## src/rtl/mp_add_seq.sv

```systemverilog
// Word-serial multi-precision add/subtract sequencer driving an external single-cycle adder.
// Optional subtraction support is enabled by defining MPADD_SUB_EN.
module mp_add_seq #(
  parameter int unsigned WORD_W    = 48,
  parameter int unsigned NUM_WORDS = 22,
  parameter int unsigned CNT_W     = 5
) (
  input  logic              clk,
  input  logic              rst,
  input  logic              start,
  input  logic              carry_init,
  input  logic              sub,
  output logic              busy,
  input  logic [WORD_W-1:0] in_a,
  input  logic [WORD_W-1:0] in_b,
  input  logic              in_valid,
  output logic              in_ready,
  output logic [WORD_W-1:0] out_word,
  output logic              out_valid,
  input  logic              out_ready,
  output logic              out_last,
  output logic              done,
  output logic              carry_final,
  output logic [WORD_W-1:0] add_a,
  output logic [WORD_W-1:0] add_b,
  output logic              add_cin,
  input  logic [WORD_W-1:0] add_sum,
  input  logic              add_cout
);

  localparam logic [CNT_W-1:0] NumWordsC = CNT_W'(NUM_WORDS);
  localparam logic [CNT_W-1:0] LastIdx   = CNT_W'(NUM_WORDS - 1);

  typedef enum logic [1:0] {StIdle, StRun, StDone} state_e;

  state_e             state_q, state_d;
  logic [CNT_W-1:0]   cnt_q, cnt_d;
  logic               carry_q, carry_d;
  logic [WORD_W-1:0]  out_word_q, out_word_d;
  logic               out_valid_q, out_valid_d;
  logic               out_last_q, out_last_d;
  logic               carry_final_q, carry_final_d;
  logic               sub_q;
  logic               sub_start;
  logic               accept;
  logic               out_hs;

`ifdef MPADD_SUB_EN
  logic sub_d;

  always_comb begin
    sub_d = sub_q;
    if (state_q == StIdle && start) sub_d = sub;
  end

  always_ff @(posedge clk) begin
    if (rst) sub_q <= 1'b0;
    else     sub_q <= sub_d;
  end

  assign sub_start = sub;
  assign add_b     = sub_q ? ~in_b : in_b;
`else
  logic unused_sub;
  assign unused_sub = sub;
  assign sub_q      = 1'b0;
  assign sub_start  = 1'b0;
  assign add_b      = in_b;
`endif

  assign add_a   = in_a;
  assign add_cin = carry_q;

  assign in_ready = (state_q == StRun) && (cnt_q < NumWordsC) && (!out_valid_q || out_ready);
  assign accept   = in_valid && in_ready;
  assign out_hs   = out_valid_q && out_ready;

  assign busy        = (state_q != StIdle);
  assign done        = (state_q == StDone);
  assign out_word    = out_word_q;
  assign out_valid   = out_valid_q;
  assign out_last    = out_last_q;
  assign carry_final = carry_final_q;

  always_comb begin
    state_d       = state_q;
    cnt_d         = cnt_q;
    carry_d       = carry_q;
    out_word_d    = out_word_q;
    out_valid_d   = out_valid_q;
    out_last_d    = out_last_q;
    carry_final_d = carry_final_q;
    unique case (state_q)
      StIdle: begin
        if (start) begin
          state_d    = StRun;
          cnt_d      = '0;
          carry_d    = carry_init ^ sub_start;
          out_last_d = 1'b0;
        end
      end
      StRun: begin
        if (out_hs) begin
          out_valid_d = 1'b0;
          // carry_q is already final here: the last word was accepted at least a cycle earlier
          if (out_last_q) begin
            state_d       = StDone;
            carry_final_d = carry_q ^ sub_q;
          end
        end
        if (accept) begin
          out_word_d  = add_sum;
          carry_d     = add_cout;
          cnt_d       = cnt_q + CNT_W'(1);
          out_valid_d = 1'b1;
          out_last_d  = (cnt_q == LastIdx);
        end
      end
      StDone: state_d = StIdle;
      default: state_d = StIdle;
    endcase
  end

  always_ff @(posedge clk) begin
    if (rst) begin
      state_q       <= StIdle;
      cnt_q         <= '0;
      carry_q       <= 1'b0;
      out_word_q    <= '0;
      out_valid_q   <= 1'b0;
      out_last_q    <= 1'b0;
      carry_final_q <= 1'b0;
    end else begin
      state_q       <= state_d;
      cnt_q         <= cnt_d;
      carry_q       <= carry_d;
      out_word_q    <= out_word_d;
      out_valid_q   <= out_valid_d;
      out_last_q    <= out_last_d;
      carry_final_q <= carry_final_d;
    end
  end

endmodule

```

## config.mk

```make
export PLATFORM = sky130hd
export DESIGN_NAME = mp_add_seq
export DESIGN_NICKNAME = d
export VERILOG_FILES = /design/src/rtl/mp_add_seq.sv
export SDC_FILE = /design/constraint.sdc
export NUM_CORES = 1
export LEC_CHECK = 0
export CAP_MARGIN = 0
export CORE_AREA = 2 2 117 119
export DETAILED_ROUTE_END_ITERATION = 16
export DIE_AREA = 0 0 119 121
export HOLD_SLACK_MARGIN = 0.12
export PLACE_DENSITY = 0.75
export SYNTH_ARGS = -nofsm -noshare
export SYNTH_HDL_FRONTEND = slang
export SYNTH_SLANG_ARGS = --single-unit
```

## constraint.sdc

```tcl
create_clock -name clk -period 2 [get_ports clk]
set_clock_uncertainty 0.15 [all_clocks]
set_input_delay 0.4 -clock clk [delete_from_list [all_inputs] [get_ports clk]]
set_output_delay 0.4 -clock clk [all_outputs]
set_load 0.01 [all_outputs]
```

# == Yosys cells after proc, flatten, opt, wreduce, memory -nomap -nowiden ==
# Index checks and enable logic that the tools add are counted.
# word_totals
reg_bits,59
inputBits,152
output_inout_bits,151
elab_cells,46
# classes
addsub,1
magnitude_cmp,1
eq_ne,7
n_mux,15
reduce_logical,15
# op_table
cell,count
5-bit two-way mux,2
5-bit one-hot mux with 2 select lines,1
3-bit AND reduction,3
"2-bit inequality test, second input constant",4
1-bit two-way mux,6
2-bit two-way mux,3
2-bit nonzero test,3
"5-bit by 1-bit adder with 5-bit output, second input constant",1
"5-bit == test, second input constant",1
"5-bit less-than comparator, second input constant",1
1-bit logical AND,4
1-bit one-hot mux with 2 select lines,2
2-bit one-hot mux with 2 select lines,1
2-bit AND reduction,2
"2-bit by 1-bit == test with 1-bit output, second input constant",1
"2-bit == test, second input constant",1
2-bit zero test,1
1-bit zero test,1
1-bit logical OR,1

# == Longest topological paths before layout ==
# Gate-level depths: netlist of run 1.
# logic_depth
ltp_word,6
depth_mapped,6
ltp_nobuf,5

# == Worst setup path after synthesis of run 1 ==
# No wires, ideal clock.
# synth_path
kind,reg-to-reg
from,reg cnt_q[1]
to,reg cnt_q[1]
setup_time_ns,0.070
t_arrival_ns,1.307
required_time_ns,1.780
path_slack_ns,0.473
stages_incl_launch_ff,5
n_path_buf,0
synth_period_minus_slack_ns,1.527
path_cell_list,dfxtp_1 -> inv_1 -> ha_1 -> or4b_1 -> a21oi_1
# synth_between
elab_chain_cells,6
elab_cells_between_ends,9
classes_between,add/sub (1); order compare (1); eq/ne (1); mux (2); reduce/logical (4)
# synth_rtl
item,line_no,text
from (decl),37,"logic [CNT_W-1:0] cnt_q, cnt_d;"
from (signal assigned),135,cnt_q <= cnt_d;
5-bit less-than comparator,74,assign in_ready = (state_q == StRun) && (cnt_q < NumWordsC) && (!out_valid_q || out_ready);
1-bit logical AND (2 in a row),74,
1-bit logical AND,75,assign accept = in_valid && in_ready;
2-bit inequality test (no source line),n/a,
3-bit AND reduction (no source line),n/a,
# Several ways; a longest one is shown, not always the timed one. The select of a mux whose other input is x is not followed.
# A chain may end at the register's enable or synchronous reset.

# == Worst setup path in the final report of run 1 ==
# layout_path
from,reg state_q[0]
to,out busy
# layout_between
elab_chain_cells,1
# layout_rtl
item,line_no,text
from (decl),36,"state_e state_q, state_d;"
from (signal assigned),126,state_q <= StIdle;
from (signal assigned),134,state_q <= state_d;
2-bit nonzero test,78,assign busy = (state_q != StIdle);
to (decl),13,"output logic busy,"
# No other way between the ends.

==> results of run 1 <==
where the power goes:
| part | switching [mW] | total [mW] | internal [mW] |
|---|---|---|---|
| Sequential | 0.0284 | 1.25 | 1.22 |
| Combinational | 0.166 | 0.398 | 0.232 |
| Clock | 0.545 | 1.53 | 0.990 |
flip-flops by register name (all words and copies together), names as in the netlist:
name	cells
out_word	48
cnt_q	5
state_q	2
add_cin	1
carry_final	1
out_last	1
out_valid	1
through the flow:
stage | TNS (ns) | power, mW | setup WS [ns] | area [µm²]
finish | 0 | 3.18 | 0.0777 | 3920
global route | 0 | 3.34 | 0.00373 | 3920
CTS | 0 | 3.25 | 0.0130 | 3920
detailed placement | -2.82 | 1.68 | -0.257 | 3620
global placement | -1.76 | 1.68 | -0.247 | 3620
floorplan | 0 | 1.62 | 0.473 | 2970
timing repair:
action / 4_1_cts / 5_1_grt
buffers inserted: 0 / 0
endpoints found under the hold margin: 0 / 0
setup endpoints to repair: 2 / 3
resized for setup: 2 / 4
cell usage after synthesis:
master	count
nand2_1	100
buf_4	96
dfxtp_1	59
a21oi_1	54
buf_2	11
clkbuf_1	6
nand3_1	6
inv_1	4
nor2_1	4
nor2b_1	4
nand2b_1	3
nor3_1	3
o21ai_0	3
or3_1	3
ha_1	2
a211oi_1	1
a21oi_4	1
a221oi_1	1
a31oi_1	1
and2_1	1
and2b_1	1
and3_1	1
buf_6	1
nand4_1	1
o2111a_1	1
o2111ai_4	1
o211ai_1	1
o211ai_2	1
o21bai_1	1
o32ai_1	1
o41ai_1	1
or4b_1	1
final timing paths:
kind                                                   to  slack (ns)  cells after the start
worst max-delay path                                 busy        0.08                      3
worst min-delay path                cnt_q[3]$_SDFFE_PP0P_        0.29                      2
worst max register to register      cnt_q[2]$_SDFFE_PP0P_        0.31                      6
worst min register to register  out_word[11]$_SDFFE_PP0P_        0.30                      2
cell type report:
class,instances,area (µm²)
multi-input combinational,198,967
sequential,59,1190
clock inverter,5,52.6
fill,1376,9170
tap,176,220
timing repair buffer,124,1230
clock buffer,11,243
inverter,4,15.0
kinds of logic after synthesis:
family,Yosys count
buffers and inverters,118
adder cells (fa/ha/maj),2
AND/OR/NAND/NOR,128
AO/OA/AOI/OAI,68
flip-flops,59
metal layers:
| metal | vias up | GRT usage [%] | wire (µm) |
|---|---|---|---|
| li1 | 1161 | - | - |
| met5 | - | 0 | 0 |
| met3 | 57 | 7.19 | 902 |
| met2 | 125 | 17.3 | 3710 |
| met4 | 0 | 8.33 | 451 |
| met1 | 1058 | 10.9 | 2980 |
==> impl_metrics.env, run 1 <==
export IMPL_gp_congestion=0.802
export IMPL_cp_start_kind="flop"
export IMPL_hold_ws_ns=0.290
export IMPL_cts_max_path_buffers=2
export IMPL_drc=0
export IMPL_crit_path_end_kind="primary output"
export IMPL_cp_cell_sequence="nor2_1 -> inv_1 -> clkdlybuf4s50_1"
export IMPL_slowest_stage="clkdlybuf4s50_1"
export IMPL_slowest_delay_ns=0.47
export IMPL_final_max_slew_viol_count=0
export IMPL_synth_area_per_cell_um2=7.92
export IMPL_mostFrequentLayoutCells="clkdlybuf4s50_1, nand2_1, dfxtp_1, a21oi_1, buf_4"
export IMPL_clk_pin_slew_worst_paths_ns=0.05
export IMPL_grt_max_degree=30
export IMPL_synth_seq_cells=59
export IMPL_reg2reg_from="state_q[0]$_SDFFE_PP0P_"
export IMPL_wl_mm=8.04
export IMPL_dr_pass1_iters=4
export IMPL_avgViaCountPerCell=4.16
export IMPL_postLayoutCoreUtil_pct=29.9
export IMPL_area_growth_pct=31.7
export IMPL_grt_pass1_vias=2321
export IMPL_syn_area_um2=2970
export IMPL_row_count=42
export IMPL_ant_nets=0
export IMPL_cts_buffers=9
export IMPL_hp_start="rst"
export IMPL_htree_levels=3
export IMPL_finalHoldViolCount=0
export IMPL_ir_drop_uv=459
export IMPL_synthTopCellsByArea="dfxtp_1, buf_4, nand2_1, a21oi_1, buf_2"
export IMPL_yosysUniqueCellTypes=32
export IMPL_synth_top_area_share_pct=39.7
export IMPL_cts_hold_fix_buffers=0
export IMPL_cp_arrival_ns=1.37
export IMPL_vias=2401
export IMPL_core_area_um2=13100
export IMPL_die_w_um=119
export IMPL_layout_nets=550
export IMPL_p_leak_nw=1.36
export IMPL_pin_count=303
export IMPL_syn_num_nets=529
export IMPL_hpwlAfterDp_mm=5.77
export IMPL_wire_per_inst_um=13.9
export IMPL_critical_path_class="flop to primary output"
export IMPL_synth_top_family_by_area="buffers and inverters"
export IMPL_power_density_nw_per_um2=813
export IMPL_grt_antenna_before_repair=0
export IMPL_cp_top_family="buffers and inverters"
export IMPL_synthAdderAreaFrac_pct=0.842
export IMPL_gr_total_overflow=0
export IMPL_cts_tree="yes"
export IMPL_yosys_area_top_type="dfxtp_1"
export IMPL_yosys_area_share_simple_pct=18.0
export IMPL_setup_violations_final=0
export IMPL_start_util_pct=22.7
export IMPL_synth_compound_area_share_pct=13.7
export IMPL_clock_sinks=59
export IMPL_portBuffers=109
export IMPL_worst_pin_slew_ns=0.346
export IMPL_grt_usage_pct=11.2
export IMPL_path_buf_inv=2
export IMPL_slew_headroom_pct=76.9
export IMPL_die_area_um2=14400
export IMPL_syn_inst=375
export IMPL_fp_dieH_um=121
export IMPL_ys_warn_count=0
export IMPL_required_ns=1.45
export IMPL_startpoint="state_q[0]$_SDFFE_PP0P_"
export IMPL_max_freq_ghz=0.520
export IMPL_synthXorXnorAreaFrac_pct=0
export IMPL_cp_max_fo=9
export IMPL_status="complete, no violations"
export IMPL_fin_crit_sh_pct=96.1
export IMPL_ys_seq_area_share_pct=39.7
export IMPL_drv_cap=0
export IMPL_cts_root_buffer="clkbuf_16"
export IMPL_place_inst=561
export IMPL_drtIter0Drc=87
export IMPL_rsz0062_at_grt="no"
export IMPL_layoutNonFillerInstCount=577
export IMPL_grt_first_pass_wirelength_mm=12.1
export IMPL_drive_above_1_share_pct=9.48
export IMPL_diodes=0
export IMPL_min_period_ns=1.92
export IMPL_hp_class="input pin to flop"
export IMPL_muxShareOfSynthArea_pct=0
export IMPL_clk_latency_ns=0.33
export IMPL_final_common_cell="clkdlybuf4s50_1"
No activity file was read; power rests on OpenSTA's default activity.
==> inputs of run 2 (changes only) <==
--- a/config.mk
+++ b/config.mk
@@ -9,2 +9,3 @@
 export CORE_AREA = 2 2 117 119
+export CTS_BUF_LIST = sky130_fd_sc_hd__clkbuf_8 sky130_fd_sc_hd__clkbuf_16
 export DETAILED_ROUTE_END_ITERATION = 16
==> constraint.sdc (replaced) <==
create_clock -name clk -period 2 [get_ports clk]
set_clock_uncertainty 0.15 [all_clocks]
set_input_delay 0.5 -clock clk [delete_from_list [all_inputs] [get_ports clk]]
set_output_delay 0.5 -clock clk [all_outputs]
set_load 0.01 [all_outputs]
==> impl_metrics.env, run 2 (synthesized netlist as in run 1, its figures left out) <==
export IMPL_cts_tree="yes"
export IMPL_row_count=42
export IMPL_cts_root_buffer="clkbuf_16"
export IMPL_dr_pass1_iters=4
export IMPL_drv_cap=0
export IMPL_tns_ns=0
export IMPL_layoutNonFillerInstCount=583
export IMPL_clk_pin_slew_worst_paths_ns=0.05
export IMPL_wl_mm=8.00
export IMPL_drtIter0Drc=94
export IMPL_slowest_delay_ns=0.57
export IMPL_fp_dieH_um=121
export IMPL_rsz0062_at_grt="no"
export IMPL_dpl_worst_slack_ns=-0.452
export IMPL_clock_sinks=59
export IMPL_drive_above_1_share_pct=11.5
export IMPL_worst_pin_slew_ns=0.336
export IMPL_cp_cell_sequence="clkdlybuf4s50_1"
export IMPL_vias=2409
export IMPL_grt_max_degree=30
export IMPL_hpwlAfterDp_mm=5.89
export IMPL_cp_arrival_ns=1.28
export IMPL_fin_crit_sh_pct=96.4
export IMPL_crit_path_end_kind="primary output"
export IMPL_drc=0
export IMPL_avgViaCountPerCell=4.13
export IMPL_die_area_um2=14400
export IMPL_finalHoldViolCount=0
export IMPL_required_ns=1.35
export IMPL_ir_drop_uv=509
export IMPL_clk_latency_ns=0.33
export IMPL_cts_setup_buffers=0
export IMPL_grt_pass1_vias=2408
export IMPL_p_leak_nw=1.44
export IMPL_final_common_cell="clkdlybuf4s50_1"
export IMPL_grt_antenna_before_repair=0
export IMPL_area_growth_pct=34.4
export IMPL_final_max_slew_viol_count=0
export IMPL_setup_violations_final=0
export IMPL_htree_levels=3
export IMPL_ant_nets=0
export IMPL_gp_congestion=0.762
export IMPL_place_inst=568
export IMPL_wire_per_inst_um=13.7
export IMPL_power_density_nw_per_um2=819
export IMPL_cts_buffers=9
export IMPL_grt_usage_pct=11.4
export IMPL_pin_count=303
export IMPL_slew_headroom_pct=77.6
export IMPL_hp_class="flop to flop"
export IMPL_layout_setup_ws_ns=0.0726
export IMPL_portBuffers=109
export IMPL_start_util_pct=22.7
export IMPL_status="complete, no violations"
export IMPL_die_w_um=119
export IMPL_slowest_stage="clkdlybuf4s50_1"
export IMPL_diodes=0
export IMPL_critical_path_class="flop to primary output"
export IMPL_postLayoutCoreUtil_pct=30.5
export IMPL_cp_start_kind="flop"
export IMPL_core_area_um2=13100
export IMPL_fill_cells=1359
export IMPL_max_freq_ghz=0.519
export IMPL_cp_top_family="buffers and inverters"
export IMPL_cp_max_fo=3
export IMPL_mostFrequentLayoutCells="clkdlybuf4s50_1, nand2_1, dfxtp_1, a21oi_1, buf_4"
export IMPL_cts_max_path_buffers=2
export IMPL_grt_first_pass_wirelength_mm=12.3
export IMPL_largest_reg_flops=48
export IMPL_finalPower_mw=3.27
export IMPL_path_buf_inv=1
export IMPL_reg2reg_slack_ns=0.27
export IMPL_layout_nets=557
export IMPL_min_period_ns=1.93
export IMPL_gr_total_overflow=0
-- run 2: changes by cell type in the layout (fill, tap and decap cells not counted), moves of 2 or more --
cell | previous run | this run
buf_4 | 12 | 19
dfxtp_2 | 1 | 3
clkbuf_8 | 1 | 4
clkdlybuf4s50_1 | 107 | 103
clkinv_2 | 3 | 0
dlygate4sd2_1 | 0 | 3
-- run 2: worst paths after layout --
kind                            depth (start not counted)                   endpoint                      from
worst min register to register                          2   out_word[0]$_SDFFE_PP0P_  out_word[0]$_SDFFE_PP0P_
worst max-delay path                                    1                    add_cin      add_cin$_SDFFE_PP0P_
worst min-delay path                                    2   out_word[0]$_SDFFE_PP0P_  out_word[0]$_SDFFE_PP0P_
worst max register to register                          6  out_word[20]$_SDFFE_PP0P_     cnt_q[2]$_SDFFE_PP0P_
-- run 2: cell type report --
| cell class | count | area (µm²) | share of cell area (%) |
|---|---|---|---|
| clock buffer | 13 | 280 | 7.02 |
| clock inverter | 2 | 33.8 | 0.846 |
| inverter | 4 | 15.0 | 0.376 |
| multi-input combinational | 198 | 977 | 24.5 |
| sequential | 59 | 1180 | 29.7 |
| tap | 176 | 220 | 5.51 |
| timing repair buffer | 131 | 1280 | 32.1 |
-- run 2: timing repair --
item,in CTS,in global routing
pin swaps,0,1
endpoints found under the setup margin,4,1
hold buffers,0,0
gates resized for setup,10,4
-- run 2: metal layers --
layer  share of wire, %  track usage, %  vias up
met5                  0               0        -
met4                6.3            10.0        0
met3                 11            5.97       60
met2                 45            17.3      126
met1                 38            11.3     1051
li1                   -               -     1172
-- run 2: stage by stage --
stage | area (µm²) | hold slack, ns
6_report | 3990 | 0.301
5_1_grt | 3990 | 0.319
4_1_cts | 3980 | 0.303
3_5_place_dp | 3670 | 0.296
3_3_place_gp | 3670 | 0.290
2_1_floorplan | 2970 | 0.291
-- run 2: where the power goes --
part,internal [mW],switching (mW),total (mW)
logic,0.238,0.167,0.405
registers,1.22,0.0274,1.25
clock network,1.09,0.525,1.61
total,2.55,0.719,3.27
